==> src/rtl/primo_bcd.sv <==
// rtl/primo_bcd.sv - sequential double-dabble binary-to-BCD converter, one bit per clock.
// Optional leading-zero blanking is enabled by defining PRIMO_BCD_BLANK_EN.
module primo_bcd #(
  parameter int WIDTH_LOG = 4,
  parameter int DIGITS    = 5
) (
  input  logic                          clk,
  input  logic                          rst,
  input  logic                          go,
  input  logic [(1 << WIDTH_LOG)-1:0]   num,
  output logic                          ready,
  output logic                          error,
  output logic [4*DIGITS-1:0]           bcd
);

  localparam int WIDTH = 1 << WIDTH_LOG;
  localparam logic [WIDTH_LOG-1:0] CNT_MAX = WIDTH_LOG'(WIDTH - 1);

  typedef enum logic [1:0] {
    S_READY = 2'd0,
    S_ERROR = 2'd1,
    S_SHIFT = 2'd2
  } state_t;

  state_t                 state_q, state_d;
  logic [WIDTH-1:0]       sr_q, sr_d;
  logic [4*DIGITS-1:0]    acc_q, acc_d;
  logic [4*DIGITS-1:0]    bcd_q, bcd_d;
  logic [WIDTH_LOG-1:0]   cnt_q, cnt_d;
  logic                   ovf_q, ovf_d;

  logic [4*DIGITS-1:0]    adj;
  logic [4*DIGITS-1:0]    shifted;
  logic                   ovf_next;

  // Digits above the most significant nonzero one read as 4'hF; digit 0 always shows.
  function automatic logic [4*DIGITS-1:0] blank_digits(input logic [4*DIGITS-1:0] a);
`ifdef PRIMO_BCD_BLANK_EN
    logic seen;
    blank_digits = a;
    seen = 1'b0;
    for (int i = DIGITS - 1; i > 0; i--) begin
      if (a[4*i +: 4] != 4'd0) seen = 1'b1;
      if (!seen) blank_digits[4*i +: 4] = 4'hF;
    end
`else
    blank_digits = a;
`endif
  endfunction

  always_comb begin
    for (int i = 0; i < DIGITS; i++) begin
      adj[4*i +: 4] = (acc_q[4*i +: 4] >= 4'd5) ? acc_q[4*i +: 4] + 4'd3 : acc_q[4*i +: 4];
    end
    shifted  = {adj[4*DIGITS-2:0], sr_q[WIDTH-1]};
    ovf_next = ovf_q | adj[4*DIGITS-1];
  end

  always_comb begin
    state_d = state_q;
    sr_d    = sr_q;
    acc_d   = acc_q;
    bcd_d   = bcd_q;
    cnt_d   = cnt_q;
    ovf_d   = ovf_q;
    case (state_q)
      S_READY, S_ERROR: begin
        if (go) begin
          sr_d    = num;
          acc_d   = '0;
          cnt_d   = CNT_MAX;
          ovf_d   = 1'b0;
          state_d = S_SHIFT;
        end
      end
      S_SHIFT: begin
        acc_d = shifted;
        sr_d  = {sr_q[WIDTH-2:0], 1'b0};
        ovf_d = ovf_next;
        cnt_d = cnt_q - 1'b1;
        if (cnt_q == '0) begin
          bcd_d   = blank_digits(shifted);
          state_d = ovf_next ? S_ERROR : S_READY;
        end
      end
      default: begin
`ifdef SIM
        state_d = state_t'('x);
        sr_d    = 'x;
        acc_d   = 'x;
        bcd_d   = 'x;
        cnt_d   = 'x;
        ovf_d   = 'x;
`endif
      end
    endcase
  end

  always_ff @(posedge clk) begin
    if (rst) begin
      state_q <= S_READY;
      bcd_q   <= blank_digits('0);
      sr_q    <= '0;
      acc_q   <= '0;
      cnt_q   <= '0;
      ovf_q   <= 1'b0;
    end else begin
      state_q <= state_d;
      bcd_q   <= bcd_d;
      sr_q    <= sr_d;
      acc_q   <= acc_d;
      cnt_q   <= cnt_d;
      ovf_q   <= ovf_d;
    end
  end

  assign ready = (state_q != S_SHIFT);
  assign error = (state_q == S_ERROR);
  assign bcd   = bcd_q;

endmodule

==> config.mk <==
export PLATFORM = sky130hd
export DESIGN_NAME = primo_bcd
export DESIGN_NICKNAME = d
export VERILOG_FILES = /design/src/rtl/primo_bcd.sv
export SDC_FILE = /design/constraint.sdc
export NUM_CORES = 1
export LEC_CHECK = 0
export CAP_MARGIN = 5
export CORE_UTILIZATION = 50
export CTS_BUF_LIST = sky130_fd_sc_hd__clkbuf_8
export DETAILED_ROUTE_END_ITERATION = 8
export GPL_ROUTABILITY_DRIVEN = 1
export PLACE_DENSITY = 0.77
export SYNTH_ARGS = -nofsm -noshare
export SYNTH_HDL_FRONTEND = slang
export SYNTH_SLANG_ARGS = --single-unit
==> constraint.sdc <==
create_clock -name clk -period 1.65 [get_ports clk]
set_clock_uncertainty 0.2 [all_clocks]
set_input_delay 0.33 -clock clk [delete_from_list [all_inputs] [get_ports clk]]
set_output_delay 0.33 -clock clk [all_outputs]
set_load 0.005 [all_outputs]
==> results of run 1 <==
routing by layer:
metal  vias up  share of wire  GRT usage
met1      1351           0.39     0.2901
met2        94           0.54     0.4568
li1       1290              -          -
met4         0          0.027     0.1096
met5         -              0          0
met3        22          0.047    0.04072
registers in the layout, indices dropped and copies added (netlist names):
name,flops
acc_q,20
ovf_q,1
bcd,20
sr_q,16
cnt_q,4
state_q,2
stage by stage:
stage	utilization	setup slack (ns)	hold WS, ns	total power, mW	instances
floorplan	-	0.004577	0.2264	1.874	313
global placement	0.6712	-0.4174	0.2390	2.059	446
detailed placement	0.6712	-0.4520	0.2467	2.072	446
CTS	0.7500	-0.01495	0.2566	3.386	471
global route	0.7998	-0.1498	0.2832	3.589	478
finish	0.7998	-0.06361	0.2630	3.476	478
cell type report:
cell class                 instances  area [µm²]  area share
tap                               70       87.58     0.02104
clock buffer                       9       123.9     0.02976
clock inverter                     6       62.56     0.01503
sequential                        63        1281      0.3078
timing repair buffer              98       843.3      0.2026
inverter                          13       51.30     0.01232
multi-input combinational        219        1713      0.4115
synth_stat cells:
library cell  count  area, µm²
inv_1            12      45.04
buf_6             1      11.26
a21oi_1          35      175.2
nand3b_1          1      7.510
nor2_2            1      6.260
nor3_2            1      10.01
o21ai_1           3      15.01
nor2b_2           1      8.760
nor2b_1           2      12.51
nand2_1          31      116.4
nor2_1           16      60.06
nor4_4            1      21.27
ha_1             11      137.6
nor3_4            1      16.27
nand2b_1         16      100.1
a22oi_1          17      127.6
a221oi_2          1      15.01
nand2b_2          1      8.760
clkbuf_1         10      37.54
nand3_1           5      25.02
o21ai_0          23      115.1
a211oi_1         12      90.09
nor3b_1          10      75.07
nor3_1            8      40.04
mux2i_1           1      10.01
buf_2             7      35.03
xnor2_1           6      52.55
dfxtp_1          63       1261
mux2_2            5      56.30
inv_4             1      6.260
o22ai_1          10      62.56
worst min path at each step:
stage / start / endpoint / slack, ns
6_report: sr_q[6]$_SDFFE_PP0P_ / sr_q[6]$_SDFFE_PP0P_ / 0.26
5_1_grt: sr_q[14]$_SDFFE_PP0P_ / sr_q[14]$_SDFFE_PP0P_ / 0.28
4_1_cts: sr_q[6]$_SDFFE_PP0P_ / sr_q[6]$_SDFFE_PP0P_ / 0.26
3_5_place_dp: sr_q[6]$_SDFFE_PP0P_ / sr_q[6]$_SDFFE_PP0P_ / 0.25
3_3_place_gp: ovf_q$_SDFFE_PP0P_ / ovf_q$_SDFFE_PP0P_ / 0.24
2_1_floorplan: ovf_q$_SDFFE_PP0P_ / ovf_q$_SDFFE_PP0P_ / 0.23
power breakdown:
group / switching, mW / leakage (nW) / internal [mW]
sequential: 0.0443 / 0.519 / 1.59
clock: 0.626 / 0.0871 / 0.682
combinational: 0.267 / 1.00 / 0.272
logic make-up after synthesis:
kind of cell / Yosys count / synth area share
AND/OR/NAND/NOR: 95 / 0.1840
buffers and inverters: 31 / 0.04894
adder cells (fa/ha/maj): 11 / 0.04984
AO/OA/AOI/OAI: 101 / 0.2175
flip-flops: 63 / 0.4567
XOR/XNOR: 6 / 0.01903
multiplexers: 6 / 0.02401
critical path, delay by kind of cell (launching register included):
kind	cells	cell delay, ns
flops	1	0.37
compound gates	2	0.37
fa+ha+maj	1	0.19
buf+inv	2	0.26
simple gates	1	0.23
what timing repair did:
item / CTS / global route
gates cloned: 1 / 0
hold endpoints to repair: 0 / 0
gates resized for setup: 74 / 54
buffers inserted: 10 / 7
pin swaps: 16 / 14
endpoints found under the setup margin: 72 / 41
==> results.txt, run 1 <==
run status: complete, but fails checks
violated checks: setup timing
CTS tree: built
final slew viol count: 0
worst r2r path cells: 6
Routed wire per std cell: 17.58 µm
Via-to-Cell Ratio: 5.768
RSZ-0062 raised after global routing: yes
drt drc: 0
DIE AREA: 5824 µm²
FF-to-FF Start: acc_q[16]$_SDFFE_PP0P_
CTS buffer count: 9
crit-path max cell delay: 0.37 ns
Max VDD drop: 0.0005426 V
Final min period: 1.714 ns
fillers: 313
Inserted Diodes: 0
Clock Path Buffers: 2
Worst Hold Depth: 2
synth warn: 0
WP data required: 1.71 ns
Final Hold Vio Count: 0
Setup TNS: -0.1070 ns
initial antenna violation count: 0
CTS Hold Bufs: 0
period utilization: 1.039
H-tree levels: 3
total clock sinks: 63
via count: 2757
Initial DRT Pass Iterations: 4
HPWL after DPL: 4291 µm
nature of the critical path endpoint: register
Worst setup SP type: register
input/output buffers: 40
core area: 5205 µm²
most frequent cells in the layout: buf_4 (48), dfxtp_1 (47), nand2_1 (31)
Arr. time, crit path: 1.77 ns
PD cells: 835.1 nW/µm²
Post-Syn Area: 2761 µm²
fin nets: 434
Final Instance Area: 4163 µm²
Yosys cell types: 31
Slew HR: 0.7124
CP max-delay cell: dfxtp_1
GRT Util Overall: 0.2519
Least-Margin Pin Slew: 0.4269 ns
DRT iter0 DRCs: 143
I/O pin cnt: 41
commonest non-fill, non-tap cell in the layout: buf_4
Setup Crit Path Kind: reg -> reg
post-synthesis sequential area ratio: 0.4567
Worst Slack Setup Final: -0.06361 ns
CP Max Fanout: 4
clk_lat worst skew: 0.35 ns
die span in y: 76.32 µm
Max-Cap Viols: 0
Yosys reg bits: 63
Starting Density: 0.5305
Post-Syn Nets: 343
GPL Wtd Cong: 0.7931
GRT overflow: 0
Worst-path clk slew: 0.08 ns
FMAX: 583.6 MHz
worst hold path type: reg -> reg
leakage power: 1.607 nW
Final ANT Viol Nets: 0
Worst Setup EP: bcd[19]$_SDFFE_PP0P_
global-route wire length before repair: 11600 µm
dpl cell area: 3493 µm²
# rows: 26
synthesized area per cell: 8.822 µm²
Setup-failing EPs final: 5
clk root buf: clkbuf_8
RR Endpoint: bcd[19]$_SDFFE_PP0P_
vias in the first global route: 2552
flop2flop setup slack: -0.06 ns
layout cells sized above 1: 0.3873
area delta synth->final: 50.75%
Setup crit start: acc_q[16]$_SDFFE_PP0P_
die span in x: 76.32 µm
crit path cell chain: inv_1 > ha_4 > buf_4 > nor3b_1 > a21oi_1 > a211oi_1
largest net degree at the start of global routing: 31
Post-Route WL: 8403 µm
Mapped Cells: 313
Note: power is estimated with default switching activity, not from simulation.
==> run 2, diff against run 1 <==
TNS_END_PERCENT = 10   (was unset)
==> run 2 against run 1 <==
Compared with the run above: the flow still finishes with violations (setup timing); sequential power is essentially flat; global-route usage fell by 1.8 points; clock power rose by 3%; fmax decreased by 4.6%.
==> results.txt, run 2 (synthesized netlist as in run 1, its figures left out) <==
run status: complete, but fails checks
violated checks: setup timing
DIE AREA: 5824 µm² (unchanged)
PD cells: 875.5 nW/µm² (+4.8%)
CTS tree: built
Slew HR: 0.6263 (-0.08612)
Via-to-Cell Ratio: 5.602 (-2.9%)
commonest non-fill, non-tap cell in the layout: dfxtp_1
input/output buffers: 40 (unchanged)
H-tree levels: 3 (unchanged)
Setup WS pre-CTS: -0.6380 ns (-0.1860 ns)
Critical path buffers and inverters: 3 (+1)
Finished Core Util: 0.7589 (-0.04087)
dpl cell area: 3461 µm² (-0.93%)
vias in the first global route: 2405 (-5.8%)
fin nets: 423 (-2.5%)
Post-Route WL: 7597 µm (-9.6%)
most frequent cells in the layout: dfxtp_1 (50), buf_4 (35), nand2_1 (31)
FMAX: 556.6 MHz (-4.6%)
final slew viol count: 0 (unchanged)
Routed wire per std cell: 16.27 µm (-7.5%)
core area: 5205 µm² (unchanged)
routed wl met2: 3938 µm (-13%)
Final min period: 1.797 ns (+0.08313 ns)
Least-Margin Pin Slew: 0.5593 ns (+0.1324 ns)
fillers: 363 (+16%)
Worst setup SP type: register
via count: 2616 (-5.1%)
Clock Path Buffers: 2 (unchanged)
nature of the critical path endpoint: register
layout cells sized above 1: 0.2821 (-0.1051)
Starting Density: 0.5305 (unchanged)
crit-path max cell delay: 0.37 ns (about the same)
CTS Hold Bufs: 0 (unchanged)
Max VDD drop: 0.0008882 V (+64%)
Setup Crit Path Kind: reg -> reg
CTS buffer count: 9 (unchanged)
Crit path top cell by count: buf_6
I/O pin cnt: 41 (unchanged)
Arr. time, crit path: 1.84 ns (+0.07 ns)
GRT Util Overall: 0.2342 (-0.01774)
period utilization: 1.089 (+0.05038)
clk root buf: clkbuf_8
GPL Wtd Cong: 0.7880 (-0.64%)
initial antenna violation count: 0 (unchanged)
Worst Slack Setup Final: -0.1467 ns (-0.08313 ns)
RSZ-0062 raised after global routing: yes
DRT iter0 DRCs: 161 (+13%)
clk_lat worst skew: 0.36 ns (about the same)
final cell count without fillers: 467 (-2.3%)
Setup-failing EPs final: 25 (+20)
die span in y: 76.32 µm (unchanged)
# rows: 26 (unchanged)
Worst-path clk slew: 0.07 ns (about the same)
Multi-input gate area: 1528 µm² (-11%)
Final ANT Viol Nets: 0 (unchanged)
area delta synth->final: 43.04%
crit path cell chain: buf_6 > nand3b_1 > nor3_4 > buf_6 > buf_6 > mux2i_1 > nor2_1
leakage power: 1.546 nW (-3.8%)
Final Hold Vio Count: 0 (unchanged)
Reg area: 1280 µm² (about the same)
Initial DRT Pass Iterations: 4 (unchanged)
CP max-delay cell: dfxtp_4
Max-Cap Viols: 0 (unchanged)
die span in x: 76.32 µm (unchanged)
Final Instance Area: 3950 µm² (-5.1%)
CP Max Fanout: 7 (+3)
HPWL after DPL: 4228 µm (-1.5%)
GRT overflow: 0 (unchanged)
placed insts: 441 (-1.1%)
cell family with most CP delay: simple AND/OR/NAND/NOR gates
worst hold path type: reg -> reg
drt drc: 0 (unchanged)
Inserted Diodes: 0 (unchanged)
total clock sinks: 63 (unchanged)
highest metal used: met4
M1 WL: 3122 µm (-3.7%)
met3 wire length: 363 µm (-9.0%)
WP data required: 1.69 ns (-0.02 ns)
largest net degree at the start of global routing: 24 (-23%)
global-route wire length before repair: 10720 µm (-7.6%)
==> run 2: cell count changes in the layout (fill, tap and decap cells not counted), sizes merged <==
cell	before	now
clkinv	2	3
clkbuf	10	13
clkinvlp	3	0
buf	59	47
==> run 2: path summary, 6_finish.rpt <==
path / to / from / slack, ns / cells past startpoint
setup / recovery: bcd[0]$_SDFFE_PP0P_ / state_q[0]$_SDFFE_PP0P_ / -0.15 / 7
hold / removal: sr_q[10]$_SDFFE_PP0P_ / sr_q[10]$_SDFFE_PP0P_ / 0.26 / 2
setup reg to reg: bcd[0]$_SDFFE_PP0P_ / state_q[0]$_SDFFE_PP0P_ / -0.15 / 7
hold reg to reg: sr_q[10]$_SDFFE_PP0P_ / sr_q[10]$_SDFFE_PP0P_ / 0.26 / 2
==> run 2: repair_timing <==
action,in CTS,in global routing
gates cloned,0,1
pin swaps,15,14
resized for setup,46,44
endpoints found under the setup margin,80,40
buffers inserted,1,9
==> run 2: report_power, final <==
part / switching, mW / internal (mW) / leakage, nW / total (mW)
clock network: 0.588 / 0.763 / 0.105 / 1.35
logic: 0.245 / 0.235 / 0.923 / 0.480
registers: 0.0434 / 1.58 / 0.518 / 1.63
total: 0.876 / 2.58 / 1.55 / 3.46
==> run 2: metrics by stage <==
step	total power, mW	hold slack [ns]	setup TNS [ns]
after floorplan	1.874	0.2264	-0.02166
after global placement	2.044	0.2388	-18.24
after detailed placement	2.054	0.2472	-20.65
after CTS	3.388	0.2561	-1.244
after global routing	3.591	0.2800	-3.718
final	3.458	0.2562	-1.702
==> run 2: per-layer routing <==
metal | GRT usage | up-vias
met5 | 0 | -
met4 | 0.1038 | 0
met3 | 0.06707 | 19
met2 | 0.4180 | 66
met1 | 0.2560 | 1262
li1 | - | 1269
==> run 2: final cells by class <==
cell class / count / area share
Multi-Input combinational cell: 219 / 0.3868
Inverter: 13 / 0.01299
Tap cell: 70 / 0.02217
Timing Repair Buffer: 87 / 0.2043
Clock inverter: 4 / 0.01140
Clock buffer: 11 / 0.03833
Sequential cell: 63 / 0.3240
==> run 2: worst reg2reg max path: stages, from the launching register on <==
cell and delay, ns:
dfxtp_4 0.37, buf_6 0.11, nand3b_1 0.21, nor3_4 0.24, buf_6 0.15, buf_6 0.13, mux2i_1 0.21, nor2_1 0.07
